<file path="src/rtl/imem_arbiter.sv">
// Single-port instruction BRAM arbiter between the fetch unit and the program loader.
// Optional anti-starvation for fetch is enabled by defining IMEM_ARB_ANTISTARVE_EN.
module imem_arbiter #(
    parameter int unsigned ADDR_W       = 9,
    parameter int unsigned STARVE_LIMIT = 4
) (
    input  logic              clk,
    input  logic              reset,
    input  logic              f_req,
    input  logic [31:0]       f_addr,
    input  logic              f_flush,
    output logic              f_gnt,
    output logic              f_rvalid,
    output logic [31:0]       f_rdata,
    input  logic              l_req,
    input  logic              l_we,
    input  logic [ADDR_W-1:0] l_addr,
    input  logic [31:0]       l_wdata,
    output logic              l_gnt,
    output logic              l_rvalid,
    output logic [31:0]       l_rdata,
    output logic              mem_en,
    output logic              mem_we,
    output logic [ADDR_W-1:0] mem_addr,
    output logic [31:0]       mem_wdata,
    input  logic [31:0]       mem_rdata
);

    typedef enum logic [1:0] {
        OWN_NONE,
        OWN_FETCH,
        OWN_LOAD
    } owner_t;

    owner_t            owner_q, owner_d;
    logic              force_fetch;
    logic [ADDR_W-1:0] fetch_idx;

    // PC byte-offset and bits above the BRAM depth are dropped (address wraps).
    assign fetch_idx = f_addr[ADDR_W+1:2];

    logic unused_addr_bits;
    assign unused_addr_bits = ^{f_addr[31:ADDR_W+2], f_addr[1:0]};

`ifdef IMEM_ARB_ANTISTARVE_EN
    localparam int unsigned CNT_W = $clog2(STARVE_LIMIT + 1);

    logic [CNT_W-1:0] starve_q, starve_d;

    assign force_fetch = (starve_q == CNT_W'(STARVE_LIMIT));

    always_comb begin
        starve_d = '0;
        if (f_req && !f_gnt) begin
            starve_d = force_fetch ? starve_q : starve_q + CNT_W'(1);
        end
    end

    always_ff @(posedge clk or posedge reset) begin
        if (reset) begin
            starve_q <= '0;
        end else begin
            starve_q <= starve_d;
        end
    end
`else
    logic unused_starve_cfg;
    assign unused_starve_cfg = (STARVE_LIMIT != 0);
    assign force_fetch       = 1'b0;
`endif

    always_comb begin
        l_gnt     = !reset && l_req && !(f_req && force_fetch);
        f_gnt     = !reset && f_req && !l_gnt;
        mem_en    = f_gnt || l_gnt;
        mem_we    = l_gnt && l_we;
        mem_addr  = '0;
        mem_wdata = '0;
        if (l_gnt) begin
            mem_addr  = l_addr;
            mem_wdata = l_wdata;
        end else if (f_gnt) begin
            mem_addr  = fetch_idx;
        end
    end

    // A flushed fetch read is never recorded as owned, so its response is killed.
    always_comb begin
        owner_d = OWN_NONE;
        if (l_gnt && !l_we) begin
            owner_d = OWN_LOAD;
        end else if (f_gnt && !f_flush) begin
            owner_d = OWN_FETCH;
        end
    end

    always_ff @(posedge clk or posedge reset) begin
        if (reset) begin
            owner_q <= OWN_NONE;
        end else begin
            owner_q <= owner_d;
        end
    end

    assign f_rvalid = (owner_q == OWN_FETCH);
    assign l_rvalid = (owner_q == OWN_LOAD);
    assign f_rdata  = mem_rdata;
    assign l_rdata  = mem_rdata;

endmodule

</file>
<file path="config.mk">
export PLATFORM = sky130hd
export DESIGN_NAME = imem_arbiter
export DESIGN_NICKNAME = d
export VERILOG_FILES = /design/src/rtl/imem_arbiter.sv
export SDC_FILE = /design/constraint.sdc
export NUM_CORES = 1
export LEC_CHECK = 0
export CORE_AREA = 3 3 84 86
export CTS_CLUSTER_SIZE = 12
export DETAILED_ROUTE_END_ITERATION = 12
export DIE_AREA = 0 0 87 89
export GPL_ROUTABILITY_DRIVEN = 0
export HOLD_SLACK_MARGIN = 0.12
export PLACE_DENSITY = 0.77
export RECOVER_POWER = 50
export SETUP_SLACK_MARGIN = 0.5
export SLEW_MARGIN = 20
export SYNTH_ARGS = -nofsm -noshare
export SYNTH_HDL_FRONTEND = slang
export SYNTH_SLANG_ARGS = --single-unit
export TNS_END_PERCENT = 30
</file>
<file path="constraint.sdc">
create_clock -name clk -period 0.9 [get_ports clk]
set_input_delay 0.18 -clock clk [delete_from_list [all_inputs] [get_ports clk]]
set_output_delay 0.18 -clock clk [all_outputs]
set_load 0.01 [all_outputs]
</file>
-- Word-level counts from Yosys, hierarchy flattened
Cells that the tools add are included.
- register bits: 2
- latch bits: 0
- output and inout bits: 111
- RAM bits: 0
- logic and storage cells: 19
- ROM bits: 0
- memories kept: 0
- $mul: 0
- bitwise gates (word level): 0
- equal/unequal tests: 2
- divide/modulo/power cells: 0
- reduce and logical (&&, ||, !) cells: 11
- shifts and indexed selects: 0
- muxes and demuxes: 5
- magnitude comparators: 0
- add/subtract/negate cells: 0
- operators with widths (kind ; count):
    32-bit 2-to-1 mux ; 1
    9-bit 2-to-1 mux ; 2
    1-bit logical AND ; 6
    1-bit logical NOT ; 4
    2-bit by 1-bit == test with 1-bit output (second input constant) ; 1
    2-bit == test (second input constant) ; 1
    2-bit 2-to-1 mux ; 1
    1-bit logical OR ; 1
    1-bit 2-to-1 mux ; 1

-- Longest topological paths before layout
Gate-level depths: netlist of run 1.
- depth in word-level cells: 7
- mapped depth: 4
- gate-level depth less buffers: 2

-- Least setup slack after synthesis of run 1
OpenSTA, ideal clock, no wires.
- path kind: input to output
- start point: input port l_req
- end point: output port mem_addr[3]
- setup slack: -0.071 ns
- stages on the path: 4
- arrival: 0.791 ns
- cells stage by stage: nor2b_2 > buf_6 > buf_6 > a32o_1
- longest elaborated chain between the ends: 5
- RTL lines (what ; RTL line ; source):
    start, declared ; 15 ; input logic l_req,
    1-bit logical AND * ; 73 ; l_gnt = !reset && l_req && !(f_req && force_fetch);
    1-bit logical NOT ; 74 ; f_gnt = !reset && f_req && !l_gnt;
    1-bit logical AND ; 74 ;
    9-bit 2-to-1 mux ; 82 ; end else if (f_gnt) begin
    9-bit 2-to-1 mux * ; 79 ; if (l_gnt) begin
    end, declared ; 24 ; output logic [ADDR_W-1:0] mem_addr,
Mark *: on every way between the ends. The rest lies on a longest branch, timed or not.

-- Final worst setup path of run 1
- start point: input port l_req
- end point: output port mem_addr[5]
Same word-level chain as after synthesis.

==> results of run 1 <==
[critical path, cell delays in order]
cell,delay [ns]
buf_6,0.09
nor2b_4,0.13
buf_12,0.12
buf_8,0.13
buf_16,0.12
a32o_2,0.22
buf_6,0.12
[layout by cell type (no fill, tap or decap)]
cell	count
nor2b_1	2
buf_2	15
a32o_1	4
buf_6	37
buf_16	5
clkdlybuf4s50_1	52
and2b_1	1
clkbuf_1	1
clkdlybuf4s15_2	1
inv_1	1
nor4b_1	1
nor2_1	1
and2_1	8
nor2_4	2
buf_8	2
dfrtp_1	2
buf_4	2
a32o_2	5
and2_4	26
nor2b_4	1
buf_12	6
clkbuf_8	3
[cell families after synthesis]
kind of cell	synth area share, %
buffers and inverters	57.4
flip-flops	5.28
AND/OR/NAND/NOR	27.8
AO/OA/AOI/OAI	9.50
[layer usage]
metal	GRT usage, %	share of wire (%)
met3	4.61	18
met4	4.39	2.5
met2	15.3	46
met5	0	0.36
met1	8.29	33
[worst min-delay path by stage]
stage,start,to,slack [ns],cells past startpoint
6_report,reset,owner_q[0],-0.05,3
5_1_grt,reset,owner_q[0],-0.04,3
4_1_cts,reset,owner_q[0],-0.04,3
3_5_place_dp,mem_rdata[15],f_rdata[15],0.36,0
3_3_place_gp,mem_rdata[15],f_rdata[15],0.36,0
2_1_floorplan,reset,owner_q[0],-0.08,1
[power by group through the flow]
stage	Sequential, uW	Combinational (uW)	Clock (uW)
final	94.8	820	349
after floorplan	95.3	512	0
after global placement	95.4	688	0
after detailed placement	95.9	690	0
after global routing	95.0	870	380
after CTS	95.0	810	360
[stage by stage]
step           area, sq um  setup slack, ns  hold WS (ns)
3_5_place_dp          1700            -1.03         0.360
3_3_place_gp          1700            -1.02         0.360
2_1_floorplan         1020          -0.0554       -0.0788
4_1_cts               1920           -0.398       -0.0362
5_1_grt               1960           -0.421       -0.0361
6_report              1960           -0.391       -0.0475
[layout make-up]
type	instances	area, sq um
Sequential cell	2	50.0
Inverter	1	3.75
Tap cell	77	96.3
Timing Repair Buffer	121	1330
Clock buffer	3	41.3
Multi-Input combinational cell	51	443
Fill cell	647	4390
[repair_timing]
item / in CTS / in global routing
buffers inserted: 5 / 2
resized for setup: 244 / 7
endpoints found under the hold margin: 2 / 2
pin swaps: 8 / 3
endpoints found under the setup margin: 51 / 49
cloned: 5 / 0
==> impl_metrics.yaml, run 1 <==
status:
  outcome: "finished with violations"
  violations: "negative hold slack, negative setup slack"
sta:
  tightest_slew_ns: 0.237
  finalSetupTns_ns: -14.30
  period_minus_slack_ns: 1.29
  finalHoldViolations: 2
  rsz0062_at_grt: "yes"
  hold_ws_ns: -0.0475
  fin_ws_ns: -0.391
  relSlewSlack_pct: 84.0
  setup_viol: 47
  finalCritPeriodShare_pct: 143
  slew_viol_final: 0
  max_freq_ghz: 0.774
synthesis:
  synth_top_area_share_pct: 50.7
  synth.distinct_cells: 13
  avgSynthCellArea_sq_um: 7.65
  synth_async_sr_flop_share_pct: 100
  synth.most_common_cell: "buf_4"
  synthesis.area_sq_um: 948
  ys_top_cells_by_count: "64 x buf_4, 34 x and2_1, 9 x a32o_1"
  synth_area_leader_cell: "buf_4"
  synth-edff-count: 0
  syn_inst: 124
  synth_flop_cell: "dfrtp_1"
  yosysSeqAreaShare_pct: 5.28
  synth_area_leaders: "buf_4 51%, and2_1 22%, a32o_1 9.5%, buf_6 5.9%, dfrtp_1 5.3%"
  synth-seq-cells: 2
  syn_nets: 235
  yosysWarnings: 0
final_layout:
  antenna_cells: 0
  largest_reg_flops: 2
  reg_top3: "owner_q x2"
  layout-area-overhead-vs-synth_pct: 107
  largest_register: "owner_q"
  drive_gt1_share_pct: 59.0
  final_util_pct: 30.9
  fin_nets: 291
  fin_cells: 255
worst_setup_path:
  cp.arrival_ns: 1.11
  cp.required_ns: 0.72
  start_kind: "input pin"
  crit_start: "l_req"
  critPathMaxFanout: 5
  cp-end-kind: "output pin"
  cp-endpoint: "mem_addr[5]"
  path_class: "input pin to output pin"
global_route:
  grt_usage_pct: 8.69
  grt_pass1_wl_um: 5090
  grt_pass1_vias: 1044
  antenna_found_initial: 1
  grt_max_degree: 13
  grt_overflow: 0
cts:
  cts_made_buffers: 3
  cts_num_sinks: 2
  cts_buffer_depth: 2
  cts_tree: "yes"
  clockRootBuffer: "clkbuf_8"
  htreeDepth: 1
  clk_pin_slew_ns: 0.03
drt:
  drc: 0
  drtPass1Iterations: 4
  ant_nets: 0
  drt-initial-drc-count: 12
  wl_per_cell_um: 14.1
  vias: 955
  routed_via_density: 3.75
  wl_um: 3610
power_and_ir_drop:
  power.density_nw_per_um2: 643
  p_int_uw: 949
  total_power_uw: 1260
  p_clk_share_pct: 27.6
  ir_worst_vdd_mv: 0.273
  p_leak_uw: 0.000918
  power_frac_seq_pct: 7.5
  power.switching_uw: 314
  p_comb_share_pct: 64.9
  p_sw_share_pct: 24.9
worst_hold_path:
  min_path_type: "input pin to async pin"
die:
  fp-row-count: 29
  dieArea_sq_um: 7740
  io_pins: 222
  coreArea_sq_um: 6350
  chipHeight_um: 89
  die_x_um: 87
  initial_utilization_pct: 14.9
flow_run:
  cap_violations: 0
place:
  post-place-cells: 240
  port_buffers: 102
  dpl.hpwl_um: 2700
Power figures use the tool's default switching activity.
==> run 2: changes to the inputs <==
RECOVER_POWER = unset   (was 50)
==> run 2 against run 1 <==
Net effect: the flow still finishes with violations (negative hold slack, negative setup slack); clock-buffer cell count unchanged; wire length up 0.22%; critical path depth unchanged; core utilization up 0.059 points; highest routed layer unchanged.
==> impl_metrics.yaml, run 2 (synthesized netlist as in run 1, its figures left out) <==
worst_hold_path:
  min_path_type: "input pin to async pin"
final_layout:
  layout-area-overhead-vs-synth_pct: 108
  fillCellCount: 645
  fin_nets: 291
  fin_cells: 255
  multiInputGateArea_sq_um: 443
  final_common_cell: "clkdlybuf4s50_1"
  layout_common_cells: "52 x clkdlybuf4s50_1, 37 x buf_6, 26 x and2_4, 15 x buf_2, 8 x and2_1"
  largest_reg_flops: 2
  reg_top3: "owner_q x2"
  antenna_cells: 0
  drive_gt1_share_pct: 59.6
  seqCellArea_sq_um: 50.0
  largest_register: "owner_q"
place:
  post-place-cells: 240
  dpl.hpwl_um: 2700
  port_buffers: 102
worst_setup_path:
  start_kind: "input pin"
  critPathMaxFanout: 7
  cp.buffers_inverters: 5
  path_class: "input pin to output pin"
  cp-end-kind: "output pin"
  path_delay_family: "buffers and inverters"
  crit_slowest_cell: "a32o_1"
  cpMostUsedCell: "buf_6"
  cp.arrival_ns: 1.11
  cp_cell_sequence: "buf_6 -> nor2b_4 -> buf_6 -> buf_6 -> buf_16 -> a32o_1 -> buf_2"
  cpPeakStageDelay_ns: 0.21
  cp.required_ns: 0.72
cts:
  cts_tree: "yes"
  cts_buffer_depth: 2
  clockRootBuffer: "clkbuf_8"
  clk_pin_slew_ns: 0.03
  cts_num_sinks: 2
  cts_made_buffers: 3
  htreeDepth: 1
drt:
  wl_um: 3610
  route.met2.wl_um: 1680
  routed_via_density: 3.73
  wl_per_cell_um: 14.2
  wl_met1_um: 1200
  drt-initial-drc-count: 12
  drtPass1Iterations: 4
  drc: 0
  wl_met3_um: 635
  ant_nets: 0
  vias: 951
  dr.max_layer_used: "met5"
global_route:
  grt_overflow: 0
  grt_pass1_wl_um: 5090
  antenna_found_initial: 1
  grt_usage_pct: 8.69
  grt_max_degree: 13
  grt_pass1_vias: 1044
die:
  io_pins: 222
  coreArea_sq_um: 6350
  dieArea_sq_um: 7740
  initial_utilization_pct: 14.9
  chipHeight_um: 89
  fp-row-count: 29
  die_x_um: 87
power_and_ir_drop:
  p_leak_uw: 0.000921
  ir_worst_vdd_mv: 0.273
  power.density_nw_per_um2: 643
  total_power_uw: 1270
sta:
  relSlewSlack_pct: 83.5
  rsz0062_at_grt: "yes"
  max_freq_ghz: 0.775
  tightest_slew_ns: 0.244
  period_minus_slack_ns: 1.29
  setup_viol: 47
  slew_viol_final: 0
  finalCritPeriodShare_pct: 143
  fin_ws_ns: -0.390
  hold_ws_ns: -0.0378
  finalHoldViolations: 2
status:
  violations: "negative hold slack, negative setup slack"
  outcome: "finished with violations"
flow_run:
  cap_violations: 0
==> run 2: changes by cell type in the layout (fill, tap and decap cells not counted), sizes merged <==
cell    delta
buf        +1
clkbuf     -1
==> run 2: path summary, 6_finish.rpt <==
| check | start | endpoint | slack [ns] | depth (start not counted) |
|---|---|---|---|---|
| min in group clk | reset | owner_q[0] | 0.26 | 3 |
| min | reset | owner_q[0] | -0.04 | 3 |
| max in group asynchronous | reset | owner_q[1] | 0.82 | 3 |
| max | l_req | mem_addr[8] | -0.39 | 7 |
==> run 2: what timing repair did <==
action                     CTS  global route
gates cloned                 5             0
buffers inserted             5             2
resized for setup          244             7
setup endpoints to repair   51            49
hold endpoints to repair     2             2
pin swaps                    8             3
==> run 2: report_power, final <==
part	internal, uW	switching [uW]
clock network	282	66.7
registers	93.6	1.26
logic	575	247
total	951	314
==> run 2: stage by stage <==
step | util [%] | setup TNS (ns) | area [sq um] | worst slack (ns)
6_report | 31.0 | -14.29 | 1970 | -0.390
3_5_place_dp | 26.8 | -46.35 | 1700 | -1.03
3_3_place_gp | 26.8 | -46.17 | 1700 | -1.02
2_1_floorplan | - | -0.220 | 1020 | -0.0554
5_1_grt | 31.0 | -15.55 | 1970 | -0.421
4_1_cts | 30.3 | -14.14 | 1920 | -0.398
==> run 2: routing by layer <==
layer / global-route usage [%] / vias to the layer above
met1: 8.29 / 391
met5: 0 / -
met4: 4.39 / 2
met3: 4.61 / 15
li1: - / 441
met2: 15.3 / 102
==> run 2: area by class of cell <==
type | count | area share (%)
tap | 77 | 4.90
sequential | 2 | 2.54
inverter | 1 | 0.191
clock buffer | 3 | 2.10
multi-input combinational | 51 | 22.5
timing repair buffer | 121 | 67.8
